--- src/rtl/seg7_pkg.sv ---
// Shared constants for the hex 7-segment scanner: segment width, the
// bit position of each segment in {g,f,e,d,c,b,a}, and the active-high font.
package seg7_pkg;

    localparam int SEG_W = 7;

    localparam int SEG_A = 0;
    localparam int SEG_B = 1;
    localparam int SEG_C = 2;
    localparam int SEG_D = 3;
    localparam int SEG_E = 4;
    localparam int SEG_F = 5;
    localparam int SEG_G = 6;

    localparam logic [SEG_W-1:0] M_A = 7'(1 << SEG_A);
    localparam logic [SEG_W-1:0] M_B = 7'(1 << SEG_B);
    localparam logic [SEG_W-1:0] M_C = 7'(1 << SEG_C);
    localparam logic [SEG_W-1:0] M_D = 7'(1 << SEG_D);
    localparam logic [SEG_W-1:0] M_E = 7'(1 << SEG_E);
    localparam logic [SEG_W-1:0] M_F = 7'(1 << SEG_F);
    localparam logic [SEG_W-1:0] M_G = 7'(1 << SEG_G);

    // Lit segments per hex digit, 1 = lit.
    localparam logic [SEG_W-1:0] FONT [16] = '{
        M_A | M_B | M_C | M_D | M_E | M_F,         // 0
        M_B | M_C,                                 // 1
        M_A | M_B | M_D | M_E | M_G,               // 2
        M_A | M_B | M_C | M_D | M_G,               // 3
        M_B | M_C | M_F | M_G,                     // 4
        M_A | M_C | M_D | M_F | M_G,               // 5
        M_A | M_C | M_D | M_E | M_F | M_G,         // 6
        M_A | M_B | M_C,                           // 7
        M_A | M_B | M_C | M_D | M_E | M_F | M_G,   // 8
        M_A | M_B | M_C | M_D | M_F | M_G,         // 9
        M_A | M_B | M_C | M_E | M_F | M_G,         // A
        M_C | M_D | M_E | M_F | M_G,               // b
        M_A | M_D | M_E | M_F,                     // C
        M_B | M_C | M_D | M_E | M_G,               // d
        M_A | M_D | M_E | M_F | M_G,               // E
        M_A | M_E | M_F | M_G                      // F
    };

endpackage

--- src/rtl/seg7_hex_font.sv ---
// Combinational hex-nibble to 7-segment decoder, active-high output.
// Ports: nib (4-bit value), seg ({g,f,e,d,c,b,a}, 1 = lit).
module seg7_hex_font
    import seg7_pkg::*;
(
    input  logic [3:0]       nib,
    output logic [SEG_W-1:0] seg
);

    assign seg = FONT[nib];

endmodule

--- src/rtl/seg7_hex_scan.sv ---
// Time-multiplexed hex 7-segment driver with tear-free frame buffering.
// Ports: clk, rst_n (async low), load_valid/load_ready/load_data handshake,
// blank_mask (live per-digit blank), seg {g..a} and one-hot digit_en.
module seg7_hex_scan
    import seg7_pkg::*;
#(
    parameter int NUM_DIGITS     = 4,
    parameter int SCAN_DIV       = 1024,
    parameter bit SEG_ACTIVE_LOW = 1'b0,
    parameter bit DIG_ACTIVE_LOW = 1'b0,
    parameter bit LZ_BLANK       = 1'b1
) (
    input  logic                    clk,
    input  logic                    rst_n,
    input  logic                    load_valid,
    output logic                    load_ready,
    input  logic [4*NUM_DIGITS-1:0] load_data,
    input  logic [NUM_DIGITS-1:0]   blank_mask,
    output logic [SEG_W-1:0]        seg,
    output logic [NUM_DIGITS-1:0]   digit_en
);

    localparam int DW    = 4 * NUM_DIGITS;
    localparam int DIV_W = $clog2(SCAN_DIV);
    localparam int IDX_W = (NUM_DIGITS > 1) ? $clog2(NUM_DIGITS) : 1;

    localparam logic [DIV_W-1:0] DIV_LAST = DIV_W'(SCAN_DIV - 1);
    localparam logic [IDX_W-1:0] IDX_LAST = IDX_W'(NUM_DIGITS - 1);

    // Output levels meaning "nothing lit" at the pin polarity.
    localparam logic [SEG_W-1:0]      SEG_OFF = {SEG_W{SEG_ACTIVE_LOW}};
    localparam logic [NUM_DIGITS-1:0] DIG_OFF = {NUM_DIGITS{DIG_ACTIVE_LOW}};

    generate
        if (NUM_DIGITS < 1 || NUM_DIGITS > 8) begin : g_bad_digits
            $error("seg7_hex_scan: NUM_DIGITS must be 1..8");
        end
        if (SCAN_DIV < 2) begin : g_bad_div
            $error("seg7_hex_scan: SCAN_DIV must be >= 2");
        end
    endgenerate

    logic [DW-1:0]         disp_q, disp_d;
    logic [DW-1:0]         pend_q, pend_d;
    logic                  pend_full_q, pend_full_d;
    logic [DIV_W-1:0]      div_q, div_d;
    logic [IDX_W-1:0]      idx_q, idx_d;
    logic [SEG_W-1:0]      seg_q, seg_d;
    logic [NUM_DIGITS-1:0] dig_q, dig_d;

    logic                  wrap;
    logic                  frame_end;
    logic                  accept;
    logic [3:0]            nib;
    logic [SEG_W-1:0]      font_seg;
    logic [NUM_DIGITS-1:0] sel;
    logic [NUM_DIGITS-1:0] lz;
    logic [NUM_DIGITS-1:0] lz_mask;
    logic                  zrun;
    logic                  dark;
    logic                  lit;

    assign load_ready = !pend_full_q;
    assign seg        = seg_q;
    assign digit_en   = dig_q;

    // Scan counters and the pend -> disp hand-off at the frame boundary.
    always_comb begin
        wrap        = (div_q == DIV_LAST);
        frame_end   = wrap && (idx_q == IDX_LAST);
        accept      = load_valid && !pend_full_q;

        div_d       = wrap ? '0 : div_q + 1'b1;
        idx_d       = idx_q;
        pend_d      = pend_q;
        pend_full_d = pend_full_q;
        disp_d      = disp_q;

        if (wrap) begin
            idx_d = (idx_q == IDX_LAST) ? '0 : idx_q + 1'b1;
        end

        // Accept needs an empty buffer, transfer needs a full one, so
        // the two branches never fire together.
        if (accept) begin
            pend_d      = load_data;
            pend_full_d = 1'b1;
        end
        if (frame_end && pend_full_q) begin
            disp_d      = pend_q;
            pend_full_d = 1'b0;
        end
    end

    // Current digit select and leading-zero run from the top digit down.
    always_comb begin
        sel  = '0;
        nib  = '0;
        lz   = '0;
        zrun = 1'b1;
        for (int i = NUM_DIGITS - 1; i >= 0; i--) begin
            zrun  = zrun & (disp_q[4*i +: 4] == 4'h0);
            lz[i] = zrun;
        end
        for (int i = 0; i < NUM_DIGITS; i++) begin
            if (idx_q == IDX_W'(i)) begin
                sel[i] = 1'b1;
                nib    = disp_q[4*i +: 4];
            end
        end
    end

    seg7_hex_font u_font (
        .nib (nib),
        .seg (font_seg)
    );

    // div==0 is the anti-ghosting gap; polarity is applied last.
    always_comb begin
        lz_mask    = lz;
        lz_mask[0] = 1'b0;
        if (!LZ_BLANK) begin
            lz_mask = '0;
        end
        dark  = |(sel & (blank_mask | lz_mask));
        lit   = (div_q != '0) && !dark;
        seg_d = SEG_OFF;
        dig_d = DIG_OFF;
        if (lit) begin
            seg_d = font_seg ^ SEG_OFF;
            dig_d = sel ^ DIG_OFF;
        end
    end

    always_ff @(posedge clk or negedge rst_n) begin
        if (!rst_n) begin
            disp_q      <= '0;
            pend_q      <= '0;
            pend_full_q <= 1'b0;
            div_q       <= '0;
            idx_q       <= '0;
            seg_q       <= SEG_OFF;
            dig_q       <= DIG_OFF;
        end else begin
            disp_q      <= disp_d;
            pend_q      <= pend_d;
            pend_full_q <= pend_full_d;
            div_q       <= div_d;
            idx_q       <= idx_d;
            seg_q       <= seg_d;
            dig_q       <= dig_d;
        end
    end

endmodule
--- config.mk ---
export PLATFORM = sky130hd
export DESIGN_NAME = seg7_hex_scan
export DESIGN_NICKNAME = d
export VERILOG_FILES = /design/src/rtl/seg7_pkg.sv /design/src/rtl/seg7_hex_font.sv /design/src/rtl/seg7_hex_scan.sv
export SDC_FILE = /design/constraint.sdc
export NUM_CORES = 1
export LEC_CHECK = 0
export BUFFER_PORTS_ARGS = -buffer_cell sky130_fd_sc_hd__buf_2
export CAP_MARGIN = 20
export CORE_ASPECT_RATIO = 0.5
export CORE_MARGIN = 4
export CORE_UTILIZATION = 45
export DETAILED_ROUTE_END_ITERATION = 16
export PLACE_DENSITY = 0.76
export SLEW_MARGIN = 20
export SYNTH_ARGS = -nofsm -noshare
export SYNTH_HDL_FRONTEND = slang
export SYNTH_SLANG_ARGS = --single-unit
export TNS_END_PERCENT = 100
--- constraint.sdc ---
create_clock -name clk -period 2.71 [get_ports clk]
set_input_delay 0.4065 -clock clk [delete_from_list [all_inputs] [get_ports clk]]
set_output_delay 0.4065 -clock clk [all_outputs]
set_load 0.03 [all_outputs]
==> metrics.md <==
| Metric | Value |
|---|---|
| Nets | `290` |
| Reg2reg setup slack | `~0.17 ns` |
| Synth cell types | `44` |
| Global-route usage over all layers | `roughly 14%` |
| Worst Clk Skew | `between 0.009 and 0.01 ns` |
| Die area | `7360 um2` |
| Vias per cell | `5.51` |
| Diode count | `0` |
| Reg2reg end | `seg[3]` |
| Peak supply drop | `about 0.24 mV` |
| Top cell type by total area after synthesis | `dfrtp_1` |
| CTS-repair resized insts | `0` |
| Most common cell on crit path | `inv_1` |
| Critical Path RT | `~2.9 ns` |
| Io pins | `35` |
| Vias in the first global route | `~1,800` |
| Syn Std Cell Area | `~2700 um2` |
| Pwr dens | `roughly 530 nW/um2` |
| Crit-path max FO | `11` |
| Final Worst Setup Slack | `0.169 ns` |
| Async S/R FF share, synth | `between 90% and 100%` |
| Worst hold path type | `input pin to async pin` |
| Slowest-stage cell, CP | `a221oi_1` |
| Tmin final | `about 2.5 ns` |
| YS warnings | `0` |
| Final period utilization | `a little over nine tenths` |
| Initial antenna violation count | `0` |
| Post-Syn Instances | `220` |
| Hold Vio Cnt, Final | `0` |
| Worst path cell trace | `inv_1 -> ha_1 -> a211oi_1 -> a221oi_1 -> inv_1 -> ha_1 -> inv_1 -> a21oi_1 -> a211oi_1 -> o21a_1` |
| Status | `complete, no violations` |
| First-pass GRT wire length | `around 8.5 mm` |
| Fmax | `0.394 GHz` |
| Synth Flop Type | `dfrtp_1` |
| CTS clock-pin slew for the worst setup and hold paths | `about 0.070 ns` |
| Worst slack at placement | `approximately 0.26 ns` |
| Synthesized net count | `255` |
| Final setup violation count | `0` |
| CP endpoint kind | `register` |
| EDFF count, synth | `0` |
| Setup total negative slack | `0 ns` |
| Horiz. Die Dim | `117 um` |
| Pleak | `approximately 1.4 nW` |
| Detailed Route Iter0 Violations | `around 120` |
| Clock Latency Late Sink | `0.30 ns` |
| Slew Viols, Final | `0` |
| #FFs+latches synth | `56` |
| TritonCTS Buffers | `5` |
| H-tree Lvls | `2` |
| Port bufs | `34` |
| Layout area overhead | `13.9%` |
| Clock sink count | `56` |
| Routed WL per cell | `15.5 um` |
| Share of layout cells above drive strength 1 | `about a third` |
| # Max-Cap Violations | `0` |
| Syn avg cell area | `approximately 12 um2` |
| GP Congestion | `between 0.9 and 1` |
| Starting density of the core | `47.8%` |
| Row count | `19` |
| CTS tree | `built` |
| Relative slew margins | `a little over half` |
| Post-Route WL | `5.11 mm` |
| Number of cells on the worst reg-to-reg path | `10` |
| RSZ-0062 raised after global routing | `no` |
| CP Data Arrival Time | `2.77 ns` |
| Clock tree buffer depth | `2` |
| Worst r2r src | `idx_q[1]` |
| Crit path launch | `idx_q[1]` |
| DR pass1 iterations | `4` |
| Largest net degree at the start of global routing | `57` |
| Antenna viol nets, final | `0` |
| Via count | `1,813` |
| Share of the synthesized area in the top cell type | `a little over half` |
| Core Area | `~5600 um2` |
| Worst path max stage delay | `approximately 0.45 ns` |
| Die span in y | `62.7 um` |
| Setup Crit Path Kind | `register to register` |
| Sequential area share after synthesis | `a little over half` |
| Hpwl dp | `3.73 mm` |
| Post CTS Setup Buffer Count | `0` |
| Fillers | `about 470` |
| Root Buffer Master | `clkbuf_16` |
| Grt total ovfl | `0` |
| DRC | `0` |
| Synth area leaders | `dfrtp_1 52%, mux2_2 9.6%, ha_1 5.6%, mux2_4 5.0%, nand2_1 1.8%` |
| Worst-margin pin slew | `between 0.6 and 0.7 ns` |
| Crit start category | `register` |
| Post-CTS Hold Fix Bufs | `0` |
==> per-stage QoR <==
| step | instances | power [mW] | cell area, um2 | hold WS, ns | utilization (%) |
|---|---|---|---|---|---|
| 2_1_floorplan | 220 | 0.938 | 2690 | 0.111 | - |
| 5_1_grt | 329 | 1.70 | 3070 | 0.295 | 54.4 |
| 3_3_place_gp | 321 | 0.982 | 2910 | 0.482 | 51.6 |
| 4_1_cts | 329 | 1.65 | 3060 | 0.247 | 54.3 |
| 3_5_place_dp | 321 | 0.987 | 2910 | 0.490 | 51.6 |
| 6_report | 329 | 1.63 | 3070 | 0.217 | 54.4 |
==> worst max path at each step <==
stage / end / slack [ns] / depth (start not counted)
after floorplan: seg[5] / 0.44 / 9
after global placement: seg[5] / 0.37 / 8
after detailed placement: seg[3] / 0.26 / 10
after CTS: seg[3] / 0.22 / 10
after global routing: seg[3] / 0.004 / 10
final: seg[3] / 0.17 / 10
==> cell usage after synthesis, types with 3 or more instances <==
library cell   n
and2_1         7
xnor2_1        3
nor3_1         3
dfrtp_1       56
clkbuf_1       5
nor4_1         3
nand2_1       13
xor2_1         4
mux2_2        23
mux2_4         9
a211oi_1       5
nand3b_1       4
inv_1         11
nand3_1        8
o21ai_0        5
ha_1          12
nor2_1        11
o311a_1        3
==> power by group <==
part / switching [mW] / internal, mW
logic: 0.0433 / 0.0408
clock network: 0.309 / 0.351
registers: 0.0150 / 0.868
==> final cells by class <==
| type | instances | area [um2] | area share (%) |
|---|---|---|---|
| clock inverter | 3 | 27.5 | 0.898 |
| timing repair buffer | 37 | 193 | 6.28 |
| clock buffer | 5 | 125 | 4.08 |
| multi-input combinational | 144 | 1190 | 38.7 |
| sequential | 56 | 1400 | 45.7 |
| inverter | 11 | 41.3 | 1.35 |
| tap | 73 | 91.3 | 2.98 |
==> routing by layer <==
metal	vias to the layer above	track usage (%)	routed length, um
li1	846	-	-
met1	896	19.3	2460
met2	61	22.8	2310
met3	10	3.25	234
met4	0	6.14	103
met5	-	0	0
==> state kept, by name, summed over array words and instances, names as in the netlist <==
signal and cells:
digit_en 4, pend_q 16, seg 7, div_q 10, pend_full_q 1, disp_q 16
idx_q 2
==> critical path, delay by kind of cell, from the launching register on <==
kind                     cells  cell delay [ns]
buffers and inverters        3             0.42
adder cells (fa/ha/maj)      2             0.60
AO/OA/AOI/OAI                5             1.04
flip-flops                   1             0.42
==> cell usage in the layout (no fill, tap or decap), types with 2 or more instances in the layout <==
master / Yosys / routed
ha_1: 12 / 12
nand2b_1: 2 / 2
xnor2_1: 3 / 3
inv_1: 11 / 11
o21ai_0: 5 / 5
a31oi_1: 2 / 2
and3_4: 2 / 2
o41ai_1: 2 / 2
clkbuf_16: 0 / 5
nand2_1: 13 / 13
buf_2: 1 / 34
nor3_1: 3 / 3
nor4_1: 3 / 3
a21oi_1: 2 / 2
and2_1: 7 / 7
nand3b_1: 4 / 4
mux2_4: 9 / 9
o311a_1: 3 / 3
o22ai_1: 2 / 2
o211ai_1: 2 / 2
o211a_1: 2 / 2
xor2_1: 4 / 4
a211oi_1: 5 / 4
buf_4: 1 / 3
nor2b_1: 2 / 2
dfrtp_1: 56 / 56
nor2_1: 11 / 11
mux2_2: 23 / 23
nand3_1: 8 / 8
==> logic make-up after synthesis <==
group / Yosys count / synth area share, %
compound gates: 33 / 9.21
xor+xnor: 7 / 2.28
fa+ha+maj: 12 / 5.58
buf+inv: 20 / 4.00
flops: 56 / 52.1
mux: 33 / 15.0
simple gates: 59 / 11.9
Note: power is estimated with default switching activity, not from simulation.
